==> src/rtl/rotate_result_buffer_if.sv <==
// Bus bundle between the rotate stage / consumer and the result buffer.
// Signal names match the buffer's documented port list.
interface rotate_result_buffer_if #(
  parameter int WIDTH = 8,
  parameter int DEPTH = 4
);
  localparam int CW = $clog2(DEPTH) + 1;

  logic [WIDTH-1:0] data_in;
  logic             in_en;
  logic             rd_en;
  logic             clr_flags;
  logic [WIDTH-1:0] data_out;
  logic             valid;
  logic             full;
  logic             empty;
  logic [CW-1:0]    count;
  logic             overflow;
  logic             underflow;

  // in_en/rd_en are requests; a write is taken when not full or when a pop
  // is taken in the same cycle, a pop is taken when not empty.
  modport master (
    output data_in, in_en, rd_en, clr_flags,
    input  data_out, valid, full, empty, count, overflow, underflow
  );

  modport slave (
    input  data_in, in_en, rd_en, clr_flags,
    output data_out, valid, full, empty, count, overflow, underflow
  );
endinterface

==> src/rtl/rotate_result_buffer.sv <==
// First-word-fall-through FIFO capturing rotate-stage results, with sticky
// overflow/underflow flags and an asynchronous active-high reset.
module rotate_result_buffer #(
  parameter int WIDTH = 8,
  parameter int DEPTH = 4
) (
  input  logic                     clk,
  input  logic                     reset,
  rotate_result_buffer_if.slave    bus
);
  localparam int AW = $clog2(DEPTH);
  localparam int CW = AW + 1;

  logic [WIDTH-1:0] r_mem [DEPTH];
  logic [AW-1:0]    r_wr_ptr;
  logic [AW-1:0]    r_rd_ptr;
  logic [CW-1:0]    r_count;
  logic             r_overflow;
  logic             r_underflow;

  logic w_full;
  logic w_empty;
  logic w_pop;
  logic w_wr;
  logic w_ovf_evt;
  logic w_udf_evt;

  assign w_full    = (r_count == CW'(DEPTH));
  assign w_empty   = (r_count == '0);
  assign w_pop     = bus.rd_en & ~w_empty;
  assign w_wr      = bus.in_en & (~w_full | w_pop);
  assign w_ovf_evt = bus.in_en & ~w_wr;
  assign w_udf_evt = bus.rd_en & w_empty;

  // Storage is not reset: entries are masked off the output while empty.
  always_ff @(posedge clk) begin
    if (w_wr) r_mem[r_wr_ptr] <= bus.data_in;
  end

  always_ff @(posedge clk or posedge reset) begin
    if (reset) begin
      r_wr_ptr    <= '0;
      r_rd_ptr    <= '0;
      r_count     <= '0;
      r_overflow  <= 1'b0;
      r_underflow <= 1'b0;
    end else begin
      if (w_wr)  r_wr_ptr <= r_wr_ptr + AW'(1);
      if (w_pop) r_rd_ptr <= r_rd_ptr + AW'(1);
      case ({w_wr, w_pop})
        2'b10:   r_count <= r_count + CW'(1);
        2'b01:   r_count <= r_count - CW'(1);
        default: r_count <= r_count;
      endcase
      // A new event in a clearing cycle keeps its flag set.
      r_overflow  <= (r_overflow  & ~bus.clr_flags) | w_ovf_evt;
      r_underflow <= (r_underflow & ~bus.clr_flags) | w_udf_evt;
    end
  end

  assign bus.data_out  = w_empty ? '0 : r_mem[r_rd_ptr];
  assign bus.valid     = ~w_empty;
  assign bus.full      = w_full;
  assign bus.empty     = w_empty;
  assign bus.count     = r_count;
  assign bus.overflow  = r_overflow;
  assign bus.underflow = r_underflow;
endmodule
==> src/flat_wrapper.sv <==
// flat-port wrapper written by rule: the top's interface ports become plain ports
module rotate_result_buffer_flat 
#(
  parameter int WIDTH = 8,
  parameter int DEPTH = 4
)
  (clk, reset, bus_data_in, bus_in_en, bus_rd_en, bus_clr_flags, bus_data_out, bus_valid, bus_full, bus_empty, bus_count, bus_overflow, bus_underflow);
  rotate_result_buffer_if #(.WIDTH(WIDTH), .DEPTH(DEPTH)) bus_i ();
  input  logic clk;
  input  logic reset;
  input wire logic [$bits(bus_i.data_in)-1:0] bus_data_in;
  input wire logic [$bits(bus_i.in_en)-1:0] bus_in_en;
  input wire logic [$bits(bus_i.rd_en)-1:0] bus_rd_en;
  input wire logic [$bits(bus_i.clr_flags)-1:0] bus_clr_flags;
  output wire logic [$bits(bus_i.data_out)-1:0] bus_data_out;
  output wire logic [$bits(bus_i.valid)-1:0] bus_valid;
  output wire logic [$bits(bus_i.full)-1:0] bus_full;
  output wire logic [$bits(bus_i.empty)-1:0] bus_empty;
  output wire logic [$bits(bus_i.count)-1:0] bus_count;
  output wire logic [$bits(bus_i.overflow)-1:0] bus_overflow;
  output wire logic [$bits(bus_i.underflow)-1:0] bus_underflow;
  assign bus_i.data_in = bus_data_in;
  assign bus_i.in_en = bus_in_en;
  assign bus_i.rd_en = bus_rd_en;
  assign bus_i.clr_flags = bus_clr_flags;
  assign bus_data_out = bus_i.data_out;
  assign bus_valid = bus_i.valid;
  assign bus_full = bus_i.full;
  assign bus_empty = bus_i.empty;
  assign bus_count = bus_i.count;
  assign bus_overflow = bus_i.overflow;
  assign bus_underflow = bus_i.underflow;
  rotate_result_buffer #(.WIDTH(WIDTH), .DEPTH(DEPTH)) u_core (.clk(clk), .reset(reset), .bus(bus_i));
endmodule
==> config.mk <==
export PLATFORM = sky130hd
export DESIGN_NAME = rotate_result_buffer_flat
export DESIGN_NICKNAME = d
export VERILOG_FILES = /design/src/rtl/rotate_result_buffer_if.sv /design/src/rtl/rotate_result_buffer.sv /design/src/flat_wrapper.sv
export SDC_FILE = /design/constraint.sdc
export NUM_CORES = 1
export LEC_CHECK = 0
export ABC_AREA = 0
export BUFFER_PORTS_ARGS = -buffer_cell sky130_fd_sc_hd__clkbuf_2
export CORE_UTILIZATION = 41
export DETAILED_ROUTE_END_ITERATION = 10
export PLACE_DENSITY = 0.59
export SLEW_MARGIN = 20
export SYNTH_ARGS = -nofsm -noshare
export SYNTH_HDL_FRONTEND = slang
export SYNTH_SLANG_ARGS = --single-unit
==> constraint.sdc <==
create_clock -name clk -period 4.75 [get_ports clk]
set_input_delay 0.475 -clock clk [delete_from_list [all_inputs] [get_ports clk]]
set_output_delay 0.475 -clock clk [all_outputs]
set_load 0.05 [all_outputs]
==> results of run 1 <==
[cell families (layout without fill, tap and decap cells)]
logic type	count (synthesis)	in the layout	synth area share, %
multiplexers	9	9	11.3
AND/OR/NAND/NOR	19	19	7.01
AO/OA/AOI/OAI	4	4	1.95
adder cells (fa/ha/maj)	6	6	4.77
flip-flops	41	41	68.5
buffers and inverters	15	48	3.40
XOR/XNOR	6	6	3.04
[layout make-up]
| cell class | count | area share (%) |
|---|---|---|
| flip-flops and latches | 41 | 57.8 |
| multi-input cells | 44 | 23.6 |
| repair buffers | 28 | 6.83 |
| clock buffers | 5 | 3.35 |
| clock inverters | 3 | 3.17 |
| well taps | 50 | 3.05 |
| inverters | 12 | 2.19 |
[synth_stat cells, drive strengths merged (2+ instances only)]
library cell and number:
edfxtp 32, xor2 3, and2 13, nand2 2, ha 5, dfrtp 9
mux4 8, buf 2, inv 12, xnor2 3, o21ai 2
[registers in the layout (all words and copies together), names as in the netlist]
register	count
u_core.r_mem	32
u_core.bus.count	3
u_core.r_rd_ptr	2
u_core.r_wr_ptr	2
u_core.bus.overflow	1
u_core.bus.underflow	1
[stage by stage]
stage / util, % / setup slack (ns) / std cells / hold slack [ns] / area, µm²
detailed placement: 47.6 / 2.50 / 175 / 0.448 / 1920
global placement: 47.6 / 2.54 / 175 / 0.436 / 1920
floorplan: - / 2.35 / 100 / 0.303 / 1730
finish: 51.0 / 2.28 / 183 / 0.127 / 2050
global route: 51.0 / 2.13 / 183 / 0.155 / 2050
CTS: 51.0 / 2.24 / 183 / 0.134 / 2050
[worst min path at each step]
stage / from / to / slack [ns] / depth (start not counted)
after global routing: reset / u_core.r_wr_ptr[0] / 0.15 / 2
final: reset / u_core.bus.overflow / 0.13 / 2
after floorplan: reset / u_core.bus.count[0] / 0.30 / 1
after detailed placement: reset / u_core.r_rd_ptr[1] / 0.45 / 2
after global placement: reset / u_core.bus.overflow / 0.44 / 2
after CTS: reset / u_core.r_rd_ptr[1] / 0.13 / 2
[metal layers]
layer | up-vias | global-route usage (%)
li1 | 419 | -
met3 | 5 | 5.14
met4 | 0 | 7.18
met2 | 17 | 23.4
met1 | 449 | 16.8
met5 | - | 0
[worst reg2reg max path, delay by kind of cell, from the launching register on]
family / cells / cell delay (ns)
flops: 1 / 0.43
fa+ha+maj: 2 / 0.54
xor+xnor: 2 / 0.32
simple gates: 2 / 0.54
compound gates: 1 / 0.24
buf+inv: 2 / 0.12
==> results.json, run 1 <==
{
  "ys.flop_type": "edfxtp_1",
  "path_class": "register to primary output",
  "crit_family": "flip-flops",
  "reg2reg_depth": 9,
  "path_clk_slew_ns": 0.07,
  "fill_cells": 352,
  "period_minus_slack_ns": 2.47,
  "skew_ns": 0.00273,
  "die_w_um": 67.0,
  "end_kind": "primary output",
  "synth-edff-count": 32,
  "dp_hpwl_um": 1900,
  "drcViolationCount": 0,
  "num_antenna_cells": 0,
  "rsz0062_at_grt": "false",
  "path_depth": 3,
  "finalHoldViolations": 0,
  "seq_area_um2": 1190,
  "synth_area_leader_cell": "edfxtp_1",
  "post_cts_buffers": 0,
  "synth_nets": 119,
  "synth_area_per_cell_um2": 17.3,
  "dr_wl_met2_um": 1400,
  "crit_fanout": 10,
  "area_growth_pct": 18.7,
  "place.gp.congestion": 0.650,
  "ys_seq_elements": 41,
  "grt_max_degree": 14,
  "drive_above_1_share_pct": 39.1,
  "rrSetupSlack_ns": 2.49,
  "outcome": "complete, no violations",
  "hold_buffers": 0,
  "finalSetupViolations": 0,
  "worstPathRequired_ns": 4.28,
  "initial_core_util_pct": 43.0,
  "setup_tns_ns": 0,
  "cts_made_buffers": 5,
  "critPathSlowestCell": "dfrtp_1",
  "ant_nets": 0,
  "highest_layer": "met4",
  "multi_input_area_um2": 485,
  "clockBufferDepth": 2,
  "nets": 151,
  "cts.sinks": 41,
  "cp_data_arrival_time_ns": 1.99,
  "yosys.area.top_type_share_pct": 55.5,
  "die_area_um2": 4480,
  "path_cells": "mux4_2 -> and2_1 -> clkbuf_2",
  "drv_slew": 0,
  "grt_pass1_vias": 932,
  "tightestPinTransition_ns": 0.606,
  "dr.pass1.iters": 4,
  "slowest_delay_ns": 0.73,
  "avgRoutedWirePerCell_um": 14.9,
  "syn-cell-area_um2": 1730,
  "root_buffer": "clkbuf_8",
  "relSlewSlack_pct": 59.6,
  "num_rows": 23,
  "synth_cells": 100,
  "grt_use_total_pct": 14.4,
  "cp_num_buf_inv": 1,
  "io_buffers": 28,
  "synth.distinct_cells": 21,
  "drv_cap": 0,
  "crit_start": "u_core.r_rd_ptr[0]",
  "reg2reg_to": "u_core.bus.count[2]",
  "min-delay-path-class": "input pin to async pin",
  "post_cts_resize_count": 0,
  "crit_end": "bus_data_out[5]",
  "finalCritPeriodShare_pct": 52.0,
  "drt-vias-per-instance": 4.86,
  "async_flop_share_pct": 22.0,
  "grt_pass1_wl_um": 4320,
  "synth_area_leaders": "edfxtp_1 56%, dfrtp_1 13%, mux4_2 10%",
  "fmax_ghz": 0.405,
  "r2r-start": "u_core.bus.count[0]",
  "drt_iter0_drc": 28,
  "dieHeight_um": 67.0,
  "core_um2": 4030,
  "io-pin-count": 29,
  "yosys_warnings": 0,
  "antenna_found_initial": 0,
  "grt-ovfl-total": 0,
  "dr_wl_met3_um": 113,
  "final_cell_mix": "32 x edfxtp_1, 28 x clkbuf_2, 12 x inv_1, 9 x and2_1, 9 x dfrtp_1",
  "vias": 890,
  "cp-start-kind": "register",
  "final_common_cell": "edfxtp_1",
  "wl_met1_um": 1180,
  "ys_seq_area_share_pct": 68.5,
  "wl_um": 2730,
  "htree_levels": 2,
  "clock_latency_ns": 0.28,
  "cts_tree": "built"
}
Power of run 1 is left out: the tool's default activity adds up to more than one toggle a clock period on the data nets, which glitch-free logic cannot reach.
==> inputs of run 2 (changes only) <==
==> constraint.sdc (replaced) <==
create_clock -name clk -period 2.31 [get_ports clk]
set_input_delay 0.231 -clock clk [delete_from_list [all_inputs] [get_ports clk]]
set_output_delay 0.231 -clock clk [all_outputs]
set_load 0.05 [all_outputs]
==> run 2 against run 1 <==
Utilization increased by 1.3 points. Flip-flop and latch count is the same. Wire length up 3.7%. Global-route usage fell by 0.074 points. Critical path depth grew 6. Sequential share of layout area fell by 1.3 points. Final cell count up 2.7%. Critical path type is now register to register.
==> results.json, run 2 (same netlist as run 1, synthesis figures left out) <==
{
  "outcome": "complete, no violations",
  "dieHeight_um": 67.0,
  "r2r-start": "u_core.bus.count[1]",
  "end_kind": "register",
  "pre_cts_ws_ns": 0.0641,
  "path_clk_slew_ns": 0.08,
  "crit_start": "u_core.bus.count[1]",
  "num_rows": 23,
  "min-delay-path-class": "input pin to register",
  "largest_reg_flops": 32,
  "die_area_um2": 4480,
  "dr.pass1.iters": 3,
  "core_um2": 4030,
  "num_antenna_cells": 0,
  "finalHoldViolations": 0,
  "clockBufferDepth": 2,
  "crit_fanout": 5,
  "final_cell_mix": "32 x edfxtp_1, 28 x clkbuf_2, 12 x inv_1, 9 x and2_1, 8 x mux4_2",
  "ant_nets": 0,
  "min-delay-start": "bus_clr_flags",
  "io-pin-count": 29,
  "setup_tns_ns": 0,
  "die_w_um": 67.0,
  "fill_cells": 349,
  "cts_tree": "built",
  "multi_input_area_um2": 490,
  "grt_pass1_vias": 864,
  "finalSetupViolations": 0,
  "drcViolationCount": 0,
  "regMostFlops": "u_core.r_mem",
  "drt-vias-per-instance": 4.72,
  "area_growth_pct": 21.7,
  "grt-ovfl-total": 0,
  "grt_use_total_pct": 14.3,
  "tightestPinTransition_ns": 0.453,
  "finalCritPeriodShare_pct": 94.5,
  "grt_pass1_wl_um": 4290,
  "wl_um": 2830,
  "whs_ns": 0.139,
  "worstPathRequired_ns": 2.52,
  "place.gp.congestion": 0.710,
  "clock_latency_ns": 0.29,
  "cts.sinks": 41,
  "path_class": "register to register",
  "io_buffers": 28,
  "antenna_found_initial": 0,
  "drt_iter0_drc": 54,
  "initial_core_util_pct": 43.0,
  "seq_area_um2": 1190,
  "period_minus_slack_ns": 2.18,
  "fin_ws_ns": 0.127,
  "grt_max_degree": 15,
  "skew_ns": 0.00348,
  "cp-start-kind": "register",
  "avgRoutedWirePerCell_um": 15.1,
  "drv_cap": 0,
  "final_common_cell": "edfxtp_1",
  "root_buffer": "clkbuf_8",
  "cts_made_buffers": 5,
  "fmax_ghz": 0.458,
  "nets": 156,
  "relSlewSlack_pct": 69.8,
  "htree_levels": 2,
  "vias": 887,
  "cp_data_arrival_time_ns": 2.40,
  "drv_slew": 0,
  "drive_above_1_share_pct": 44.2,
  "dp_hpwl_um": 1950
}
==> run 2: changes by cell type in the layout (fill, tap and decap cells not counted), sizes merged <==
cell	previous run	this run
clkinv	1	0
dlygate4sd3	0	1
buf	0	4
inv	12	13
==> run 2: cell type report <==
type                    instances  share of cell area [%]
clock buffers                   5                    3.27
clock inverters                 3                    3.27
inverters                      12                    2.14
multi-input cells              44                    23.3
flip-flops and latches         41                    56.5
well taps                      50                    2.97
repair buffers                 33                    8.56
==> run 2: timing repair <==
item | in CTS | in global routing
setup endpoints to repair | 0 | 1
resized for setup | 0 | 2
hold endpoints to repair | 9 | 0
setup buffers | 0 | 2
hold buffers | 1 | 0
==> run 2: critical path, stage by stage, from the launching register on <==
cell	delay [ns]
dfrtp_2	0.43
or3b_4	0.39
o21a_4	0.22
inv_1	0.06
ha_2	0.19
inv_1	0.06
fa_2	0.33
xor2_1	0.14
nor2_1	0.13
xor2_1	0.14
==> run 2: worst paths after layout <==
| kind | endpoint | slack (ns) | depth (start not counted) |
|---|---|---|---|
| worst max-delay path | u_core.bus.count[2] | 0.13 | 9 |
| worst min-delay path | u_core.bus.overflow | 0.14 | 2 |
| worst max register to register | u_core.bus.count[2] | 0.13 | 9 |
| worst min register to register | u_core.bus.count[2] | 0.49 | 1 |
| max in group asynchronous | u_core.bus.count[1] | 1.62 | 3 |
| min in group asynchronous | u_core.r_rd_ptr[0] | 0.42 | 3 |
==> run 2: stage by stage <==
step / utilization [%] / instances / instance area [µm²]
final: 52.3 / 188 / 2110
after global routing: 52.3 / 188 / 2110
after CTS: 51.8 / 186 / 2090
after detailed placement: 48.1 / 177 / 1940
after global placement: 48.1 / 177 / 1940
after floorplan: - / 100 / 1730
==> run 2: layer usage <==
metal / GRT usage (%) / share of wire (%) / vias up / routed length, µm
met1: 17.3 / 45 / 432 / 1270
met2: 22.5 / 49 / 19 / 1380
met4: 6.38 / 1.7 / 0 / 47
li1: - / - / 430 / -
met3: 5.65 / 4.8 / 6 / 136
met5: 0 / 0 / - / 0
Power of run 2 is left out for the same reason.
